`src/rtl/ifetch_unit_if.sv`:
```
// Fetch-unit bus bundle: instruction-memory request channel plus decoder issue channel.
// master = fetch unit, slave = memory/decoder side.
interface ifetch_unit_if #(
  parameter int XLEN = 32
);
  logic            imem_req;
  logic [XLEN-1:0] imem_addr;
  logic            imem_ack;
  logic [31:0]     imem_rdata;
  logic [31:0]     instr;
  logic [XLEN-1:0] instr_pc;
  logic            instr_valid;
  logic            instr_ready;

  modport master (
    output imem_req, imem_addr, instr, instr_pc, instr_valid,
    input  imem_ack, imem_rdata, instr_ready
  );

  modport slave (
    input  imem_req, imem_addr, instr, instr_pc, instr_valid,
    output imem_ack, imem_rdata, instr_ready
  );
endinterface

```
`src/rtl/ifetch_unit.sv`:
```
// Instruction fetch front-end: PC -> imem req/ack -> tagged instruction FIFO -> decoder.
// Optional ack timeout enabled by defining IFETCH_TIMEOUT_EN.
//
// state   | meaning
// --------+--------------------------------------------------------------
// S_IDLE  | no request outstanding; issues pending PC when FIFO has room
// S_REQ   | request outstanding; ack data is pushed into the FIFO
// S_DRAIN | request outstanding after a flush; ack data is discarded
module ifetch_unit #(
  parameter int XLEN    = 32,
  parameter int DEPTH   = 2,
  parameter int TIMEOUT = 15
) (
  input  logic            clk,
  input  logic            rst,
  input  logic [XLEN-1:0] pc,
  input  logic            pc_valid,
  input  logic            flush,
  ifetch_unit_if.master   bus,
  output logic [15:0]     fetch_count,
  output logic            fetch_fault
);
  localparam int PW = $clog2(DEPTH);
  localparam int CW = PW + 1;

  if (DEPTH < 2 || (DEPTH & (DEPTH - 1)) != 0 || TIMEOUT < 1) begin : g_param_check
    $error("ifetch_unit: DEPTH must be a power of two >= 2 and TIMEOUT >= 1");
  end

  typedef enum logic [1:0] {
    S_IDLE  = 2'd0,
    S_REQ   = 2'd1,
    S_DRAIN = 2'd2
  } state_t;

  state_t            state, state_n;
  logic [XLEN-1:0]   addr_q, pend_addr, pc_word, eff_addr;
  logic              pend_vld, eff_vld, issue, push, pop, ack, timeout;
  logic [PW-1:0]     wr_ptr, rd_ptr, head_idx;
  logic [CW-1:0]     count;
  logic [CW:0]       count_after;
  logic [XLEN+31:0]  mem [DEPTH];

  assign ack      = bus.imem_ack;
  assign pc_word  = pc & ~XLEN'(3);
  // A strobe in the current cycle is newer than anything parked in pending.
  assign eff_vld  = pc_valid | pend_vld;
  assign eff_addr = pc_valid ? pc_word : pend_addr;
  assign push     = (state == S_REQ) && ack && !flush;
  assign pop      = (count != '0) && bus.instr_ready && !flush;
  assign count_after = {1'b0, count} + (CW+1)'(push) - (CW+1)'(pop);

  always_ff @(posedge clk or posedge rst) begin
    if (rst) state <= S_IDLE;
    else     state <= state_n;
  end

  always_comb begin
    state_n = state;
    issue   = 1'b0;
    case (state)
      S_IDLE: begin
        if (!flush && eff_vld && count < CW'(DEPTH)) begin
          state_n = S_REQ;
          issue   = 1'b1;
        end
      end
      S_REQ: begin
        if (flush) begin
          state_n = (ack || timeout) ? S_IDLE : S_DRAIN;
        end else if (ack) begin
          if (eff_vld && count_after < (CW+1)'(DEPTH)) begin
            state_n = S_REQ;
            issue   = 1'b1;
          end else begin
            state_n = S_IDLE;
          end
        end else if (timeout) begin
          state_n = S_IDLE;
        end
      end
      S_DRAIN: begin
        if (ack || timeout) state_n = S_IDLE;
      end
      default: state_n = S_IDLE;
    endcase
  end

  always_comb begin
    bus.imem_req    = (state != S_IDLE);
    bus.imem_addr   = addr_q;
    bus.instr_valid = (count != '0);
    // When empty, point at the slot just behind the read pointer so the
    // outputs keep showing the last instruction.
    head_idx = (count == '0) ? rd_ptr - PW'(1) : rd_ptr;
    {bus.instr_pc, bus.instr} = mem[head_idx];
  end

  always_ff @(posedge clk or posedge rst) begin
    if (rst) begin
      addr_q      <= '0;
      pend_vld    <= 1'b0;
      pend_addr   <= '0;
      wr_ptr      <= '0;
      rd_ptr      <= '0;
      count       <= '0;
      fetch_count <= '0;
      for (int i = 0; i < DEPTH; i++) mem[i] <= '0;
    end else begin
      if (issue) addr_q <= eff_addr;

      if (flush) begin
        pend_vld  <= pc_valid;
        pend_addr <= pc_word;
      end else if (issue) begin
        pend_vld <= 1'b0;
      end else if (pc_valid) begin
        pend_vld  <= 1'b1;
        pend_addr <= pc_word;
      end

      if (flush) begin
        rd_ptr <= wr_ptr;
        count  <= '0;
      end else begin
        if (push) begin
          mem[wr_ptr] <= {addr_q, bus.imem_rdata};
          wr_ptr      <= wr_ptr + PW'(1);
        end
        if (pop) rd_ptr <= rd_ptr + PW'(1);
        count <= count_after[CW-1:0];
      end

      if (push) fetch_count <= fetch_count + 16'd1;
    end
  end

`ifdef IFETCH_TIMEOUT_EN
  localparam int TW = $clog2(TIMEOUT + 1);
  logic [TW-1:0] tmr;
  logic          fault_q;

  assign timeout     = (state != S_IDLE) && (tmr == '0) && !ack;
  assign fetch_fault = fault_q;

  // Down-counter reloaded on every fresh request; terminal count means the
  // TIMEOUT-th waiting cycle has been reached.
  always_ff @(posedge clk or posedge rst) begin
    if (rst) begin
      tmr     <= '0;
      fault_q <= 1'b0;
    end else begin
      fault_q <= timeout;
      if (state_n != S_IDLE && (state_n != state || issue))
        tmr <= TW'(TIMEOUT - 1);
      else if (state != S_IDLE && tmr != '0)
        tmr <= tmr - TW'(1);
    end
  end
`else
  assign timeout     = 1'b0;
  assign fetch_fault = 1'b0;
`endif
endmodule

```
`src/flat_wrapper.sv`:
```
// flat-port wrapper written by rule: the top's interface ports become plain ports
module ifetch_unit_flat 
#(
  parameter int XLEN    = 32,
  parameter int DEPTH   = 2,
  parameter int TIMEOUT = 15
)
  (clk, rst, pc, pc_valid, flush, fetch_count, fetch_fault, bus_imem_req, bus_imem_addr, bus_instr, bus_instr_pc, bus_instr_valid, bus_imem_ack, bus_imem_rdata, bus_instr_ready);
  ifetch_unit_if #(.XLEN(XLEN)) bus_i ();
  input  logic clk;
  input  logic rst;
  input  logic [XLEN-1:0] pc;
  input  logic pc_valid;
  input  logic flush;
  output logic [15:0] fetch_count;
  output logic fetch_fault;
  output wire logic [$bits(bus_i.imem_req)-1:0] bus_imem_req;
  output wire logic [$bits(bus_i.imem_addr)-1:0] bus_imem_addr;
  output wire logic [$bits(bus_i.instr)-1:0] bus_instr;
  output wire logic [$bits(bus_i.instr_pc)-1:0] bus_instr_pc;
  output wire logic [$bits(bus_i.instr_valid)-1:0] bus_instr_valid;
  input wire logic [$bits(bus_i.imem_ack)-1:0] bus_imem_ack;
  input wire logic [$bits(bus_i.imem_rdata)-1:0] bus_imem_rdata;
  input wire logic [$bits(bus_i.instr_ready)-1:0] bus_instr_ready;
  assign bus_imem_req = bus_i.imem_req;
  assign bus_imem_addr = bus_i.imem_addr;
  assign bus_instr = bus_i.instr;
  assign bus_instr_pc = bus_i.instr_pc;
  assign bus_instr_valid = bus_i.instr_valid;
  assign bus_i.imem_ack = bus_imem_ack;
  assign bus_i.imem_rdata = bus_imem_rdata;
  assign bus_i.instr_ready = bus_instr_ready;
  ifetch_unit #(.XLEN(XLEN), .DEPTH(DEPTH), .TIMEOUT(TIMEOUT)) u_core (.clk(clk), .rst(rst), .pc(pc), .pc_valid(pc_valid), .flush(flush), .bus(bus_i), .fetch_count(fetch_count), .fetch_fault(fetch_fault));
endmodule
```
`config.mk`:
```
export PLATFORM = sky130hd
export DESIGN_NAME = ifetch_unit_flat
export DESIGN_NICKNAME = d
export VERILOG_FILES = /design/src/rtl/ifetch_unit_if.sv /design/src/rtl/ifetch_unit.sv /design/src/flat_wrapper.sv
export SDC_FILE = /design/constraint.sdc
export NUM_CORES = 1
export LEC_CHECK = 0
export ABC_AREA = 1
export CORE_MARGIN = 5
export CORE_UTILIZATION = 48
export CTS_CLUSTER_SIZE = 30
export DETAILED_ROUTE_END_ITERATION = 16
export PLACE_DENSITY_LB_ADDON = 0.1
export SYNTH_ARGS = -nofsm -noshare
export SYNTH_HDL_FRONTEND = slang
export SYNTH_SLANG_ARGS = --single-unit
export TNS_END_PERCENT = 10
```
`constraint.sdc`:
```
create_clock -name clk -period 7 [get_ports clk]
set_input_delay 1.05 -clock clk [delete_from_list [all_inputs] [get_ports clk]]
set_output_delay 1.05 -clock clk [all_outputs]
set_load 0.005 [all_outputs]
```
==> reports/results.ini, run 1 <==
[place]
gp_congestion=0.7902
place_ws_ns=2.175
hpwl_um=14950
io_buffers=181

[power_and_ir_drop]
swShare=0.3374
power.density_mw_per_mm2=426.4
p_seq_frac=0.373
comb_power_share=0.388
ir_worst_vdd_mv=0.2411
p_int_mw=3.595
p_clk_frac=0.240
p_switching_mw=1.830
p_leak_nw=6.078

[sta]
fin_setup_tns_ns=0
slew_violations=0
worst_hold_slack_ns=0.4777
tightest_slew_ns=1.050
rsz0062_at_grt=no
timing.fmax_ghz=0.2339
clock_skew_ns=0.01773
hold_viol=0
setup_slack_ns=2.724
relSlewSlack=0.3003
fin_crit_sh=0.6109
setup_viol=0
fin_crit_ns=4.276

[synth]
netlist_instances=1254
syn-mean-instance-area_sq_um=7.983
synth_edf_count=0
synthesis.nets=1328
synth_ff_type=dfrtp_1
async_reset_ff_frac=1.000
netlist_area_sq_mm=0.01001
synth_cell_types=30
ys_warn_count=0
yosysSeqAreaShare=0.5374
ys_ff_latch=215

[floorplanning]
die_x_um=154.4
chipHeight_um=154.4
core_area_sq_mm=0.02036
die_area_sq_mm=0.02384
initial_core_util=0.4916
rows=52
num_io_pins=185

[setup_path]
worstPathRequired_ns=7.41
path_max_fanout=79
cp-start-kind=input port
worstSetupEndpointType=flip-flop
arrival_ns=4.69
path_class=in -> reg

[clocking]
cts_buffer_depth=3
postCtsHoldBufs=0
cts-resized-gates=0
root_buffer=clkbuf_16
clock_latency_ns=0.51
post_cts_buffers=0
clkSlewWorstSetupHoldPaths_ns=0.06
htree_levels=1
cts_tree=done
clock_sinks=215
numCtsBuffers=24

[final_layout]
synthToLayoutAreaGrowth_pct=27.10
drive_gt1_frac=0.04379
fin_nets=1472
antenna_cells=0
final_common_cell=nand2_1
fillCellCount=1847
final_cell_mix=nand2_1, dfrtp_1, inv_1

[min_path]
hold_class=reg -> reg

[global_route]
grt_usage=0.1887
grt_pass1_vias=7252
grt_overflow_total=0
grt_pass1_wl_um=37650
grt_max_degree=110
antenna_found_initial=2

[drt]
drtIter0Drc=494
antenna_left=0
dr.pass1.iters=5
wl_per_cell_um=13.48
drc_errors=0
routed_via_density=4.782
totalWireLength_um=22730
vias=8062

[job]
cap_violations=0

[status]
outcome=completed

==> through the flow <==
stage	power, mW	utilization	instances	area, sq um
2_1_floorplan	3.092	-	1254	10010
3_3_place_gp	4.131	0.5836	1642	11890
3_5_place_dp	4.178	0.5836	1642	11890
4_1_cts	5.504	0.6248	1686	12720
5_1_grt	5.857	0.6248	1686	12720
6_report	5.426	0.6248	1686	12720
==> power groups by stage <==
stage | Sequential (mW) | Combinational (mW) | Clock [mW]
floorplan | 2.00 | 1.10 | 0
global placement | 2.03 | 2.10 | 0
detailed placement | 2.04 | 2.14 | 0
CTS | 2.02 | 2.15 | 1.33
global route | 2.09 | 2.38 | 1.38
finish | 2.02 | 2.10 | 1.30
==> sequential cells by signal, summed over array words and instances (netlist names) <==
signal and flops:
u_core.wr_ptr 1, u_core.bus.imem_addr 32, u_core.mem 128, u_core.state 2
u_core.fetch_count 16, u_core.count 2, u_core.rd_ptr 1, u_core.pend_vld 1
u_core.pend_addr 32
==> cell families (layout without fill, tap and decap cells) <==
logic type	count (synthesis)	in the layout	synth area share
AOI/OAI and AO/OA	320	320	0.1677
adders and majority gates	4	4	0.005750
xor gates and xnor gates	12	12	0.01050
other	1	1	0.0003746
buffers and inverters	283	445	0.1150
and+or+nand+nor	419	419	0.1632
DFF	215	215	0.5374
==> cells in the mapped netlist, types with 3 or more instances <==
cell	instances	share of area
nand2_1	365	0.14
o21a_1	30	0.022
clkbuf_1	30	0.011
nand4_1	8	0.0050
buf_6	6	0.0067
o21ai_1	101	0.050
buf_2	31	0.015
o21ai_0	186	0.093
xor2_1	4	0.0035
xnor2_1	8	0.0070
nor2_1	32	0.012
ha_1	3	0.0037
inv_1	211	0.079
dfrtp_1	215	0.54
nand3_1	7	0.0035
==> final timing paths <==
kind                                                       start                                    to  slack (ns)  depth (start not counted)
worst max-delay path                                       flush  u_core.bus.imem_addr[31]$_DFFE_PP0P_        2.72                         15
worst min-delay path            u_core.pend_addr[30]$_DFFE_PP0P_      u_core.pend_addr[30]$_DFFE_PP0P_        0.48                          2
worst max register to register         u_core.count[1]$_DFF_PP0_  u_core.bus.imem_addr[31]$_DFFE_PP0P_        3.27                         16
worst min register to register  u_core.pend_addr[30]$_DFFE_PP0P_      u_core.pend_addr[30]$_DFFE_PP0P_        0.48                          2
max in group asynchronous                                    rst           u_core.mem[102]$_DFFE_PP0P_        4.67                          3
min in group asynchronous                                    rst            u_core.mem[80]$_DFFE_PP0P_        1.09                          2
==> per-layer routing <==
metal | track usage | share of wire | up-vias
met1 | 0.2858 | 0.48 | 3681
met5 | 0 | 0.0015 | -
met4 | 0.04079 | 0.017 | 4
met2 | 0.2847 | 0.44 | 158
met3 | 0.03548 | 0.053 | 36
li1 | - | - | 4183
==> critical path: stages <==
cell	delay, ns
buf_2	0.43
buf_4	0.45
nor2_1	0.10
ha_1	0.28
inv_1	0.05
ha_1	0.12
inv_1	0.05
fa_1	0.51
inv_1	0.05
nor2_1	0.13
nand3_2	0.12
nand2_4	0.54
buf_4	0.52
nand2_1	0.12
o21ai_0	0.10
==> cell type report <==
class	count	area, sq um	share of cell area
Sequential cell	215	5380	0.4229
Multi-Input combinational cell	756	3502	0.2752
Timing Repair Buffer	189	1862	0.1463
Inverter	212	803.3	0.06313
Clock buffer	29	670.6	0.05271
Tap cell	270	337.8	0.02655
Clock inverter	15	167.7	0.01318
(Power assumes the default switching activity.)
==> inputs of run 2 (changes only) <==
--- a/config.mk
+++ b/config.mk
@@ -7,7 +7,7 @@
 export LEC_CHECK = 0
 export ABC_AREA = 1
 export CORE_MARGIN = 5
-export CORE_UTILIZATION = 48
+export CORE_UTILIZATION = 53
 export CTS_CLUSTER_SIZE = 30
 export DETAILED_ROUTE_END_ITERATION = 16
 export PLACE_DENSITY_LB_ADDON = 0.1
==> constraint.sdc (replaced) <==
create_clock -name clk -period 4.2 [get_ports clk]
set_input_delay 0.63 -clock clk [delete_from_list [all_inputs] [get_ports clk]]
set_output_delay 0.63 -clock clk [all_outputs]
set_load 0.005 [all_outputs]
==> reports/results.ini, run 2 (same netlist as run 1, synthesis figures left out) <==
[setup_path]
slowest_stage=clkdlybuf4s50_1
rrSetupSlack_ns=1.08
worstSetupEndpointType=primary output
worstPathRequired_ns=3.57
cp-start-kind=flip-flop
path_class=reg -> out
arrival_ns=2.62
critical-path-max-stage-delay_ns=0.61
worstPathCellList=nor2_1, xnor2_2, buf_12, nand2_1, o21ai_0, clkdlybuf4s50_1
path_max_fanout=128

[final_layout]
drive_gt1_frac=0.04093
regMostFlops=u_core.mem
final_common_cell=nand2_1
final_cell_mix=nand2_1, dfrtp_1, inv_1
fin_nets=1473
antenna_cells=0
stdcell_count=1651
synthToLayoutAreaGrowth_pct=27.38
largest_reg_flops=128

[floorplanning]
die_area_sq_mm=0.02174
chipHeight_um=147.4
rows=50
die_x_um=147.4
core_area_sq_mm=0.01864
num_io_pins=185
initial_core_util=0.5370

[sta]
hold_viol=0
worst_hold_slack_ns=0.4798
setup_viol=0
timing.fmax_ghz=0.3081
tightest_slew_ns=1.143
slew_violations=0
clock_skew_ns=0.01041
fin_setup_tns_ns=0
fin_crit_sh=0.7728
relSlewSlack=0.2381
fin_crit_ns=3.246
rsz0062_at_grt=no

[drt]
totalWireLength_um=22700
drtIter0Drc=466
vias=8233
antenna_left=0
drc_errors=0
routed_via_density=4.987
dr.pass1.iters=5
wl_per_cell_um=13.75

[clocking]
numCtsBuffers=24
root_buffer=clkbuf_16
clock_latency_ns=0.51
cts_tree=done
cts_buffer_depth=3
clkSlewWorstSetupHoldPaths_ns=0.06
clock_sinks=215
htree_levels=1
cts-resized-gates=0
postCtsHoldBufs=0
post_cts_buffers=0

[global_route]
grt_usage=0.2096
grt_pass1_wl_um=38190
antenna_found_initial=0
grt_max_degree=133
grt_pass1_vias=7628
grt_overflow_total=0

[place]
dp.cells=1607
hpwl_um=14700
gp_congestion=0.7934
io_buffers=181

[job]
cap_violations=0

[power_and_ir_drop]
ir_worst_vdd_mv=0.5256
p_leak_nw=6.104
power.density_mw_per_mm2=715.0

[status]
outcome=completed

[min_path]
hold_class=reg -> reg

run 2: cell count changes in the layout (fill, tap and decap cells not counted):
cell | before | now
clkinvlp_4 | 4 | 3
clkinv_2 | 6 | 2
clkinv_4 | 2 | 0
inv_8 | 1 | 0
clkbuf_8 | 3 | 6
buf_12 | 0 | 5
buf_4 | 8 | 4
clkbuf_1 | 1 | 6
run 2: report_power, final:
group	switching [mW]	internal, mW
Combinational	1.76	1.79
Sequential	0.467	2.92
Clock	0.807	1.38
run 2: worst paths after layout:
check                                                       from                          endpoint  cells past startpoint
worst max-delay path                   u_core.count[1]$_DFF_PP0_                  bus_instr_pc[18]                      6
worst min-delay path            u_core.pend_addr[20]$_DFFE_PP0P_  u_core.pend_addr[20]$_DFFE_PP0P_                      2
worst max register to register         u_core.count[1]$_DFF_PP0_   u_core.pend_addr[2]$_DFFE_PP0P_                     16
worst min register to register  u_core.pend_addr[20]$_DFFE_PP0P_  u_core.pend_addr[20]$_DFFE_PP0P_                      2
max in group asynchronous                                    rst        u_core.mem[25]$_DFFE_PP0P_                      3
min in group asynchronous                                    rst        u_core.mem[74]$_DFFE_PP0P_                      3
run 2: layout make-up:
type	instances	area, sq um
multi-input combinational	756	3502
clock buffer	37	730.7
clock inverter	7	115.1
inverter	212	799.5
tap	234	292.8
timing repair buffer	190	1932
sequential	215	5380
fill	1597	5891
run 2: metrics by stage:
stage	area, sq um	utilization	setup WS, ns	total power [mW]
after floorplan	10010	-	0.7719	5.155
after global placement	11910	0.6387	0.6708	6.893
after detailed placement	11910	0.6387	0.6066	6.989
after CTS	12750	0.6840	0.8948	9.240
after global routing	12750	0.6840	0.7513	9.814
final	12750	0.6840	0.9543	9.118
run 2: worst max-delay path: cells and delay by family, from the launching register on:
family                 cells  cell delay (ns)
AO/OA/AOI/OAI              1             0.12
XOR/XNOR                   1             0.16
buffers and inverters      2             1.03
flip-flops                 1             0.44
AND/OR/NAND/NOR            2             0.33
run 2: layer usage:
metal  track usage  wire, um  part of all wire  vias up
met4       0.05405       484             0.021        0
met1        0.3042     10420              0.46     3825
met5             0         0                 0        -
met2        0.3366     10600              0.47      182
li1              -         -                 -     4193
met3       0.02820      1200             0.053       33
